==> config.mk <==
export PLATFORM = sky130hd
export DESIGN_NAME = bitcoin_nonce_scheduler
export DESIGN_NICKNAME = d
export VERILOG_FILES = /design/src/rtl/bitcoin_nonce_scheduler.sv
export SDC_FILE = /design/constraint.sdc
export NUM_CORES = 1
export LEC_CHECK = 0
export ABC_AREA = 1
export ABC_CLOCK_PERIOD_IN_PS = 66400
export BUFFER_PORTS_ARGS = -buffer_cell sky130_fd_sc_hd__buf_4
export CAP_MARGIN = 0
export CORE_AREA = 2 2 659 661
export CTS_BUF_LIST = sky130_fd_sc_hd__clkbuf_8
export DETAILED_ROUTE_END_ITERATION = 7
export DIE_AREA = 0 0 661 663
export PLACE_DENSITY = 0.3
export SLEW_MARGIN = 20
export SYNTH_ARGS = -nofsm -noshare
export SYNTH_HDL_FRONTEND = slang
export SYNTH_SLANG_ARGS = --single-unit
==> constraint.sdc <==
create_clock -name clk -period 66.4 [get_ports clk]
set_input_delay 3.32 -clock clk [delete_from_list [all_inputs] [get_ports clk]]
set_output_delay 3.32 -clock clk [all_outputs]
set_load 0.01 [all_outputs]
==> src/rtl/bitcoin_nonce_scheduler.sv <==
// Bitcoin nonce sweep sequencer for one shared SHA-256 compression core.
// Block 1 is hashed once per job; blocks 2 and 3 repeat for every nonce.
module bitcoin_nonce_scheduler #(
  parameter int NUM_NONCES = 16,
  localparam int IW = (NUM_NONCES > 1) ? $clog2(NUM_NONCES) : 1
) (
  input  logic                clk,
  input  logic                reset_n,
  input  logic                start,
  input  logic [18:0][31:0]   header,
  input  logic [31:0]         nonce_base,
  output logic                busy,
  output logic                done,
  output logic                out_valid,
  output logic [IW-1:0]       out_idx,
  output logic [31:0]         out_h0,
  output logic                core_start,
  output logic [15:0][31:0]   core_message,
  output logic [7:0][31:0]    core_in,
  input  logic                core_done,
  input  logic [7:0][31:0]    core_hash
);

  localparam logic [3:0] IDLE    = 4'd0;
  localparam logic [3:0] B1_GO   = 4'd1;
  localparam logic [3:0] B1_WAIT = 4'd2;
  localparam logic [3:0] B2_GO   = 4'd3;
  localparam logic [3:0] B2_WAIT = 4'd4;
  localparam logic [3:0] B3_GO   = 4'd5;
  localparam logic [3:0] B3_WAIT = 4'd6;
  localparam logic [3:0] EMIT    = 4'd7;
  localparam logic [3:0] DONE    = 4'd8;

  localparam logic [IW-1:0] LAST = IW'(NUM_NONCES - 1);

  localparam logic [7:0][31:0] IV = {
    32'h5be0cd19, 32'h1f83d9ab, 32'h9b05688c, 32'h510e527f,
    32'ha54ff53a, 32'h3c6ef372, 32'hbb67ae85, 32'h6a09e667
  };

  logic [3:0]         state;
  logic [IW-1:0]      idx;
  logic [31:0]        nonce_r;
  logic [7:0][31:0]   midstate;

  // Tail of the 80-byte header plus padding for a 640-bit message
  function automatic logic [15:0][31:0] blk2(
    input logic [18:0][31:0] h,
    input logic [31:0]       n
  );
    logic [15:0][31:0] m;
    m     = '0;
    m[0]  = h[16];
    m[1]  = h[17];
    m[2]  = h[18];
    m[3]  = n;
    m[4]  = 32'h80000000;
    m[15] = 32'd640;
    return m;
  endfunction

  // First digest padded as a 256-bit message
  function automatic logic [15:0][31:0] blk3(
    input logic [7:0][31:0] d
  );
    logic [15:0][31:0] m;
    m      = '0;
    m[7:0] = d;
    m[8]   = 32'h80000000;
    m[15]  = 32'd256;
    return m;
  endfunction

  assign core_start = (state == B1_GO) ||
                      (state == B2_GO) ||
                      (state == B3_GO);
  assign busy       = (state != IDLE) && (state != DONE);
  assign done       = (state == DONE);
  assign out_valid  = (state == EMIT);

  always_ff @(posedge clk) begin
    if (!reset_n) begin
      state   <= IDLE;
      idx     <= '0;
      out_idx <= '0;
      out_h0  <= '0;
    end else begin
      unique case (state)
        IDLE: begin
          if (start) begin
            nonce_r      <= nonce_base;
            idx          <= '0;
            core_message <= header[15:0];
            core_in      <= IV;
            state        <= B1_GO;
          end
        end
        B1_GO: state <= B1_WAIT;
        B1_WAIT: begin
          if (core_done) begin
            midstate     <= core_hash;
            core_in      <= core_hash;
            core_message <= blk2(header, nonce_r + 32'(idx));
            state        <= B2_GO;
          end
        end
        B2_GO: state <= B2_WAIT;
        B2_WAIT: begin
          if (core_done) begin
            core_in      <= IV;
            core_message <= blk3(core_hash);
            state        <= B3_GO;
          end
        end
        B3_GO: state <= B3_WAIT;
        B3_WAIT: begin
          if (core_done) begin
            out_h0  <= core_hash[0];
            out_idx <= idx;
            state   <= EMIT;
          end
        end
        EMIT: begin
          if (idx == LAST) begin
            state <= DONE;
          end else begin
            idx          <= idx + 1'b1;
            core_in      <= midstate;
            core_message <= blk2(header, nonce_r + 32'(idx) + 32'd1);
            state        <= B2_GO;
          end
        end
        DONE: state <= IDLE;
        default: state <= IDLE;
      endcase
    end
  end

endmodule

### Yosys cells after proc, flatten, opt, wreduce, memory -nomap -nowiden

Index checks and enable logic that the tools add are counted.

* mux-type cells: 19
* reduce and logical (&&, ||, !) cells: 13
* $add $sub $neg: 3
* equality and inequality tests: 15

Operators by type and width (count)
* 512-bit 2-to-1 mux: 4
* 512-bit case mux with 4 select lines: 1
* 256-bit 2-to-1 mux: 4
* 256-bit case mux with 4 select lines: 1
* 32-bit by 1-bit adder with 32-bit output, second input constant: 1
* 32-bit by 4-bit adder with 32-bit output: 1
* 4-bit case mux with 8 select lines: 1
* 4-bit 2-to-1 mux: 7
* 4-bit by 3-bit equality test with 1-bit output, second input constant: 4
* 2-bit inequality test, second input constant: 5
* 3-bit AND reduction: 3
* 4-bit by 2-bit equality test with 1-bit output, second input constant: 2
* 4-bit equality test, second input constant: 2
* 4-bit case mux with 2 select lines: 1
* 4-bit nonzero test: 2
* 6-bit AND reduction: 1
* 4-bit by 1-bit adder with 4-bit output, second input constant: 1
* 4-bit by 1-bit equality test with 1-bit output, second input constant: 1
* 4-bit logical NOT: 1
* 4-bit inequality test, second input constant: 1
* 4-bit AND reduction: 1
* 1-bit logical OR: 2
* 2-bit AND reduction: 1
* 2-bit nonzero test: 1
* 1-bit logical AND: 1

* bits in registers: 1100
* word-level logic and storage cells: 87
* output and inout bits: 808

### Depth between registers and ports, before layout

Gate-level depths: netlist of run 1.

* depth in word-level cells: 4
* depth in mapped cells: 17
* gate-level depth less buffers: 17

### Worst setup path after synthesis of run 1

No wires, ideal clock.

* path kind: input -> register
* start: input port start
* end: register core_in[0] in the netlist's numbering (enable)
* cell stages on the path: 4
* arrival: 59322 ps
* setup slack: 4040 ps
* library setup time: 3038 ps
* cell sequence: nor2_1 -> nor2_1 -> o21ai_0 -> a211oi_1

* longest elaborated chain between the ends: 2

Ends and longest elaborated chain
* from (decl): line 9 `input logic start,`
* 2-bit inequality test (no source line)
* 6-bit AND reduction (no source line)
* to (signal assigned): line 102 `core_in <= core_hash;`
* to (signal assigned): line 128 `core_in <= midstate;`
* to (decl): line 19 `output logic [7:0][31:0] core_in,`

Every way passes these cells.
A chain may end at the register's enable or synchronous reset.

### Final worst setup path of run 1

* start: input port reset_n
* end: register core_message[17] in the netlist's numbering (enable)

* longest elaborated chain between the ends: 1

Ends and longest elaborated chain
* from (decl): line 8 `input logic reset_n,`
* 6-bit AND reduction (no source line)
* to (signal assigned): line 93 `core_message <= header[15:0];`
* to (signal assigned): line 103 `core_message <= blk2(header, nonce_r + 32'(idx));`
* to (signal assigned): line 111 `core_message <= blk3(core_hash);`
* to (decl): line 18 `output logic [15:0][31:0] core_message,`

Every way passes these cells.

==> impl_results.md, run 1 <==
* Setup crit start kind: primary input
* Fraction of layout cells with a size suffix above 1 at 35.73%
* Number of different library cells in the post-synthesis netlist at 43
* Number of antenna violations at the first check in global routing at 100
* Source-to-sink clock delay at the later pin of the worst-skew pair at 1.06 ns
* Remaining global-route overflow at 0
* Path class of the lowest-slack min-delay path: register to register
* Highest net fanout along the worst path at 71
* Hold slack final at 0.4473 ns
* TritonCTS clock tree: done
* Final count of negative-setup-slack endpoints at 0
* WS Path Type: primary input to register
* Status: complete, no violations
* Port Buf Inserts at around 1700
* Number of iterations in the first detailed-routing pass at 5
* Worst relative slew slack at about 17%
* Post-Route WL at 301800 µm
* TritonCTS sink count at 1100
* Signed area change from the synthesized netlist to the final layout at 53.72%
* Count of flip-flops with a built-in enable after synthesis at 1056
* Worst setup EP type: register
* Worst ir drop on vdd at 0.04109 mV
* Wire length of the first global-routing pass at 386600 µm
* Critical path required time at roughly 67 ns
* Slew at the pin closest to its max-slew limit at 1.236 ns
* Start point of the worst min-delay path: out_h0[18]
* I/O pin cnt at 1708
* Top library cells by usage in the layout, fill and taps aside: buf_4, edfxtp_1, nand2_1
* Count of maximum capacitance violations at 0
* Synth Area per Inst at 11.48 µm²
* Worst clock skew on the final layout at between 0.09 and 0.1 ns
* Placement-stage worst setup slack at 58.07 ns
* Number of buffers between clock root and the deepest sink at 4
* Final design utilization at between 10% and 20%
* Half-perimeter wire length after detailed placement at 240800 µm
* Maximum number of pins on one net before global-route repair at approximately 140
* Routed len/inst at about 26 µm
* CTS clk-pin slew, worst paths at roughly 0.06 ns
* CTS root buffer: clkbuf_8
* Commonest non-fill, non-tap cell in the layout: buf_4
* Seq/Total Area, Yosys at 72.32%
* Net count of the mapped netlist at 4831
* Count of placed standard cells including taps at between 10000 and 15000
* Final-report hold violation count at 0
* Area of the die at approximately 440000 µm²
* Number of hold buffers added after cts at 0
* CTS HTree Levels at 4
* Post-cts repair resize count at 0
* Core ar. at 432100 µm²
* Count of routing violations after the opening detailed-route iteration at 1952
* Non-filler instance count after layout at 11710
* Number of buffers added by the clock tree synthesis step at ~240
* Via count of the first global-routing pass at 39250
* Critical path launch point: reset_n
* Final weighted congestion in routability-driven placement at 0.9057
* Post-synthesis cell count at 3924
* Fraction of registers with async set or reset after synthesis at 0%
* Vias per Instance at 3.180
* Leading register cell type out of synthesis: edfxtp_1
* Total global routing track utilization at approximately an eighth
* Power density relative to cell area at 38.74 nW/µm²
* Width of the chip at 661 µm
* DRC viols at 0
* Unrepaired setup endpoints after global routing: no
* Launch instance of the worst register-to-register path: state[1]
* Fin nets at 6634
* Number of slew-limit violations in the final report at 0
* Initial Utilization at 10.43%
* Fmax at ~140 MHz
* Final Critical Period at between 7 and 8 ns
* Synthesized cell area at 45060 µm²
* Total via count in the routed design at 37230
* Setup TNS at 0 ns
* Reported leakage power at 0.02723 µW
* Final antenna-violating net count at 0
* Die span in y at 663 µm
* Number of register bits inferred by synthesis at 1100
* Tcrit/Tclk final at 10.69%
* Total setup buffers inserted after CTS at 0
* Floorplan row count at 242
* Critical Path AT at 7.75 ns
* Final critical-path setup slack at roughly 60 ns
* Count of synthesis-stage warnings from yosys at 0
-- flip-flops by register name, summed over array words and instances, names as in the netlist --
signal,count
midstate,256
nonce_r,32
out_idx,4
idx,4
core_message,512
core_in,256
out_h0,32
state,4
-- worst paths after layout --
| kind | endpoint | slack [ns] | cells after the start |
|---|---|---|---|
| max | core_message[17] | 59.30 | 8 |
| min | out_h0[18] | 0.45 | 2 |
| max reg2reg | core_message[17] | 60.16 | 13 |
| min reg2reg | out_h0[18] | 0.45 | 2 |
-- cell type report --
type | instances | area (µm²)
Fill cell | 48620 | 362800
Sequential cell | 1100 | 32590
Tap cell | 5734 | 7174
Timing Repair Buffer | 1751 | 13220
Clock inverter | 194 | 1112
Clock buffer | 239 | 3289
Antenna cell | 50 | 125.1
Multi-Input combinational cell | 2120 | 9784
Inverter | 519 | 1974
-- stage by stage --
stage,area (µm²),total power [µW]
finish,69270,2683
global placement,64740,2020
detailed placement,64740,2020
floorplan,45060,1817
global route,69240,2842
CTS,69150,2776
-- where the power goes --
part	switching, µW	internal (µW)
logic	585	280
clock network	359	364
registers	69.8	1030
total	1010	1670
-- metal layers --
layer	share of wire (%)	up-vias	GRT usage, %
met4	4.6	28	5.372
met5	0.064	-	0
met1	33	18230	12.58
met2	54	1514	25.43
met3	8.3	482	4.500
li1	-	16980	-
-- synth_stat cells (3+ instances only) --
cell       count  share of area, %
edfxtp_1    1056                70
nand2_1      964               8.0
inv_1        509               4.2
nor2_1       355               3.0
nand3_1      252               2.8
o21ai_0      244               2.7
clkbuf_1     105              0.87
o211ai_1      76               1.3
buf_2         72              0.80
a22o_1        53               1.0
a21oi_1       49              0.54
dfxtp_1       44               2.0
nand4_1       26              0.36
nor2_2        17              0.24
nand2_2       14              0.19
nand3_2        8              0.18
nor2_4         8              0.20
o2111ai_1      8              0.16
inv_2          7             0.058
ha_1           6              0.17
nor3_1         5             0.056
a211oi_1       4             0.067
buf_1          4             0.033
nand2_4        4              0.10
o21ai_1        4             0.044
xor2_1         4             0.078
a22oi_1        3             0.050
nand3b_1       3             0.050
-- kinds of logic after synthesis --
family          Yosys count  share of synthesized area, %
compound gates          447                         5.972
xor+xnor                  5                       0.09717
simple gates           1661                         15.28
flops                  1100                         72.32
buf+inv                 704                         6.117
fa+ha+maj                 7                        0.2110
-- worst max-delay path: stages --
cell and delay (ns):
buf_4 0.38, inv_1 0.28, a211oi_4 0.28, buf_4 0.51, buf_12 0.37, buf_4 0.84
buf_4 0.57, buf_4 0.78
No activity file was read; power rests on OpenSTA's default activity.
==> run 2, diff against run 1 <==
--- a/config.mk
+++ b/config.mk
@@ -6,7 +6,7 @@
 export NUM_CORES = 1
 export LEC_CHECK = 0
 export ABC_AREA = 1
-export ABC_CLOCK_PERIOD_IN_PS = 66400
+export ABC_CLOCK_PERIOD_IN_PS = 6100
 export BUFFER_PORTS_ARGS = -buffer_cell sky130_fd_sc_hd__buf_4
 export CAP_MARGIN = 0
 export CORE_AREA = 2 2 659 661
==> constraint.sdc (replaced) <==
create_clock -name clk -period 6.1 [get_ports clk]
set_input_delay 0.305 -clock clk [delete_from_list [all_inputs] [get_ports clk]]
set_output_delay 0.305 -clock clk [all_outputs]
set_load 0.01 [all_outputs]
==> impl_results.md, run 2 (synthesis results as in run 1) <==
* Status: complete, no violations (unchanged)
* GR peak layer: met2 (unchanged)
* Number of iterations in the first detailed-routing pass at 6 (was 5)
* Fin nets at 8186 (was 6634)
* Total setup buffers inserted after CTS at 0 (unchanged)
* Switching Power at 11230 µW (was 1014 µW)
* Floorplan row count at 242 (unchanged)
* CTS root buffer: clkbuf_8 (unchanged)
* Area of the die at 438200 µm² (unchanged)
* Top library cells by usage in the layout, fill and taps aside: buf_4, dlygate4sd3_1, edfxtp_1 (was buf_4, edfxtp_1, nand2_1)
* Post-Route WL at 313400 µm (was 301800 µm)
* Core ar. at 432100 µm² (unchanged)
* Gate power share at 34.9% (was 32.2%)
* Critical Path AT at 5.44 ns (was 7.75 ns)
* Worst setup EP type: register (unchanged)
* Part of the power in registers at 39.3% (was 40.8%)
* Largest delay share family, worst path: buffers and inverters (unchanged)
* Power density relative to cell area at 358.9 nW/µm² (was 38.74 nW/µm²)
* Wire length of the first global-routing pass at 411400 µm (was 386600 µm)
* Total via count in the routed design at 43660 (was 37230)
* TritonCTS sink count at 1100 (unchanged)
* Path class of the lowest-slack min-delay path: primary input to register (was register to register)
* Commonest non-fill, non-tap cell in the layout: buf_4 (unchanged)
* Final Critical Period at approximately 4.5 ns
* Routed len/inst at 23.68 µm (was 25.78 µm)
* Internal power component at 19230 µW (was 1669 µW)
* Launch instance of the worst register-to-register path: state[0] (was state[1])
* Critical path required time at 6.99 ns (was 67.05 ns)
* Met2 track demand over resource at 25.50% (was 25.43%)
* Half-perimeter wire length after detailed placement at 241000 µm (was 240800 µm)
* CP max stage delay at 0.69 ns (was 0.84 ns)
* Number of slew-limit violations in the final report at 0 (unchanged)
* CTS HTree Levels at 4 (unchanged)
* Met1 global-route usage at 13.99% (was 12.58%)
* Setup TNS at 0 ns (unchanged)
* Critical-path cell list: nor2_1 > nand2_4 > inv_6 > nor2_1 > inv_1 > nor2_4 > buf_4 > buf_4 > buf_4 > nand2_1 > nand3_1 > dlygate4sd3_1 (was buf_4 > inv_1 > a211oi_4 > buf_4 > buf_12 > buf_4 > buf_4 > buf_4)
* Count of routing violations after the opening detailed-route iteration at 2310 (was 1952)
* Final count of negative-setup-slack endpoints at 0 (unchanged)
* Number of antenna violations at the first check in global routing at 108 (was 100)
* Highest net fanout along the worst path at 48 (was 71)
* Final weighted congestion in routability-driven placement at 0.8806 (was 0.9057)
* DRC viols at 0 (unchanged)
* Critical path launch point: state[0] (was reset_n)
* I/O pin cnt at 1708 (unchanged)
* TritonCTS clock tree: done (unchanged)
* Slew at the pin closest to its max-slew limit at 1.134 ns (was 1.236 ns)
* Vias per Instance at 3.299 (was 3.180)
* Registers with the most flip-flops: core_message: 512 flops, core_in: 256 flops, midstate: 256 flops (unchanged)
* Setup crit start kind: register (was primary input)
* Worst reg2reg path depth at 12 (was 13)
* Most frequent CP cell: buf_4 (unchanged)
* CTS clk-pin slew, worst paths at 0.06 ns (about the same)
* Number of buffers added by the clock tree synthesis step at 231 (was 235)
* Width of the chip at 661 µm (unchanged)
* Final-report hold violation count at 0 (unchanged)
* Via count of the first global-routing pass at 46440 (was 39250)
* WS Path Type: register to register (was primary input to register)
* Clock share of power at 25.9% (was 27.0%)
* Die span in y at 663 µm (unchanged)
* Biggest register: core_message (unchanged)
* Maximum number of pins on one net before global-route repair at 135 (was 139)
* Capturing point of the worst reg2reg path: core_message[11] (was core_message[17])
* Slowest cell on crit path: buf_4 (unchanged)
* Remaining global-route overflow at 0 (unchanged)
* Number of buffers between clock root and the deepest sink at 4 (unchanged)
* Max reg flops at 512 (unchanged)
* Worst clock skew on the final layout at 0.1135 ns (was 0.09797 ns)
* Buffers and inverters on the worst path at 6 (was 7)
* Source-to-sink clock delay at the later pin of the worst-skew pair at 1.10 ns (was 1.06 ns)
* Unrepaired setup endpoints after global routing: no (unchanged)
* Count of maximum capacitance violations at 0 (unchanged)
* Start point of the worst min-delay path: core_hash[159] (was out_h0[18])
* Final antenna-violating net count at 0 (unchanged)
* Switching part of the total power at 36.86% (was 37.79%)
* Total global routing track utilization at 13.67% (was 13.19%)
* Port Buf Inserts at 1707 (unchanged)
* Fraction of layout cells with a size suffix above 1 at 28.48% (was 35.73%)
* Fmax at approximately 220 MHz
* Worst relative slew slack at 23.58% (was 17.28%)
* Signed area change from the synthesized netlist to the final layout at 88.34% (was 53.72%)
* Worst ir drop on vdd at 0.3326 mV (was 0.04109 mV)
* Final design utilization at 19.64% (was 16.03%)
* Met3 global-route usage at 3.600% (was 4.500%)
* Worst hold path stage count at 2 (unchanged)
* Tcrit/Tclk final at around three quarters
* Reported leakage power at 0.03375 µW (was 0.02723 µW)
* Hold path endpoint: midstate[159] (was out_h0[18])
* Total design power at 30460 µW (was 2683 µW)
* Initial Utilization at 10.43% (unchanged)
* Worst setup slack for register-to-register paths at 1.55 ns (was 60.16 ns)
==> run 2: metal layers <==
layer  vias up  share of wire (%)  routed length (µm)
li1      20080                  -                   -
met1     21380                 36              112100
met2      1620                 52              162800
met3       561                6.6               20570
met4        22                5.7               17810
met5         -              0.043                 135
==> run 2: worst max-delay path by stage <==
stage                             end  cells past startpoint
floorplan                  core_in[0]                      5
global placement    core_message[394]                     11
detailed placement  core_message[394]                     11
CTS                  core_message[11]                     12
global route         core_message[11]                     12
finish               core_message[11]                     12
==> run 2: stage by stage <==
stage	std cells	instance area, µm²	hold slack [ns]	worst slack (ns)
global placement	11230	64920	0.4375	1.656
detailed placement	11230	64920	0.4396	1.632
global route	13230	84860	0.03391	1.115
finish	13230	84870	0.1519	1.555
floorplan	3924	45090	0.4039	-14.99
CTS	13200	84780	0.0002686	1.258
==> run 2: cell type report <==
cell class / instances / area [µm²]
Fill cell: 47980 / 347200
Sequential cell: 1100 / 32590
Timing Repair Buffer: 3307 / 28890
Multi-Input combinational cell: 2120 / 9797
Tap cell: 5734 / 7174
Clock buffer: 247 / 3400
Inverter: 519 / 1974
Clock inverter: 168 / 945.9
Antenna cell: 39 / 97.59
==> run 2: what timing repair did <==
item | in CTS | in global routing
hold endpoints to repair | 1163 | 0
gates resized for setup | 0 | 0
hold buffers | 1549 | 0
==> run 2: power by group through the flow <==
stage	Combinational (µW)	Clock, µW	Sequential, µW
floorplan	2450	0	11900
global route	11500	8530	12100
finish	10600	7880	12000
detailed placement	9820	0	12100
global placement	9820	0	12100
CTS	11000	8300	12000
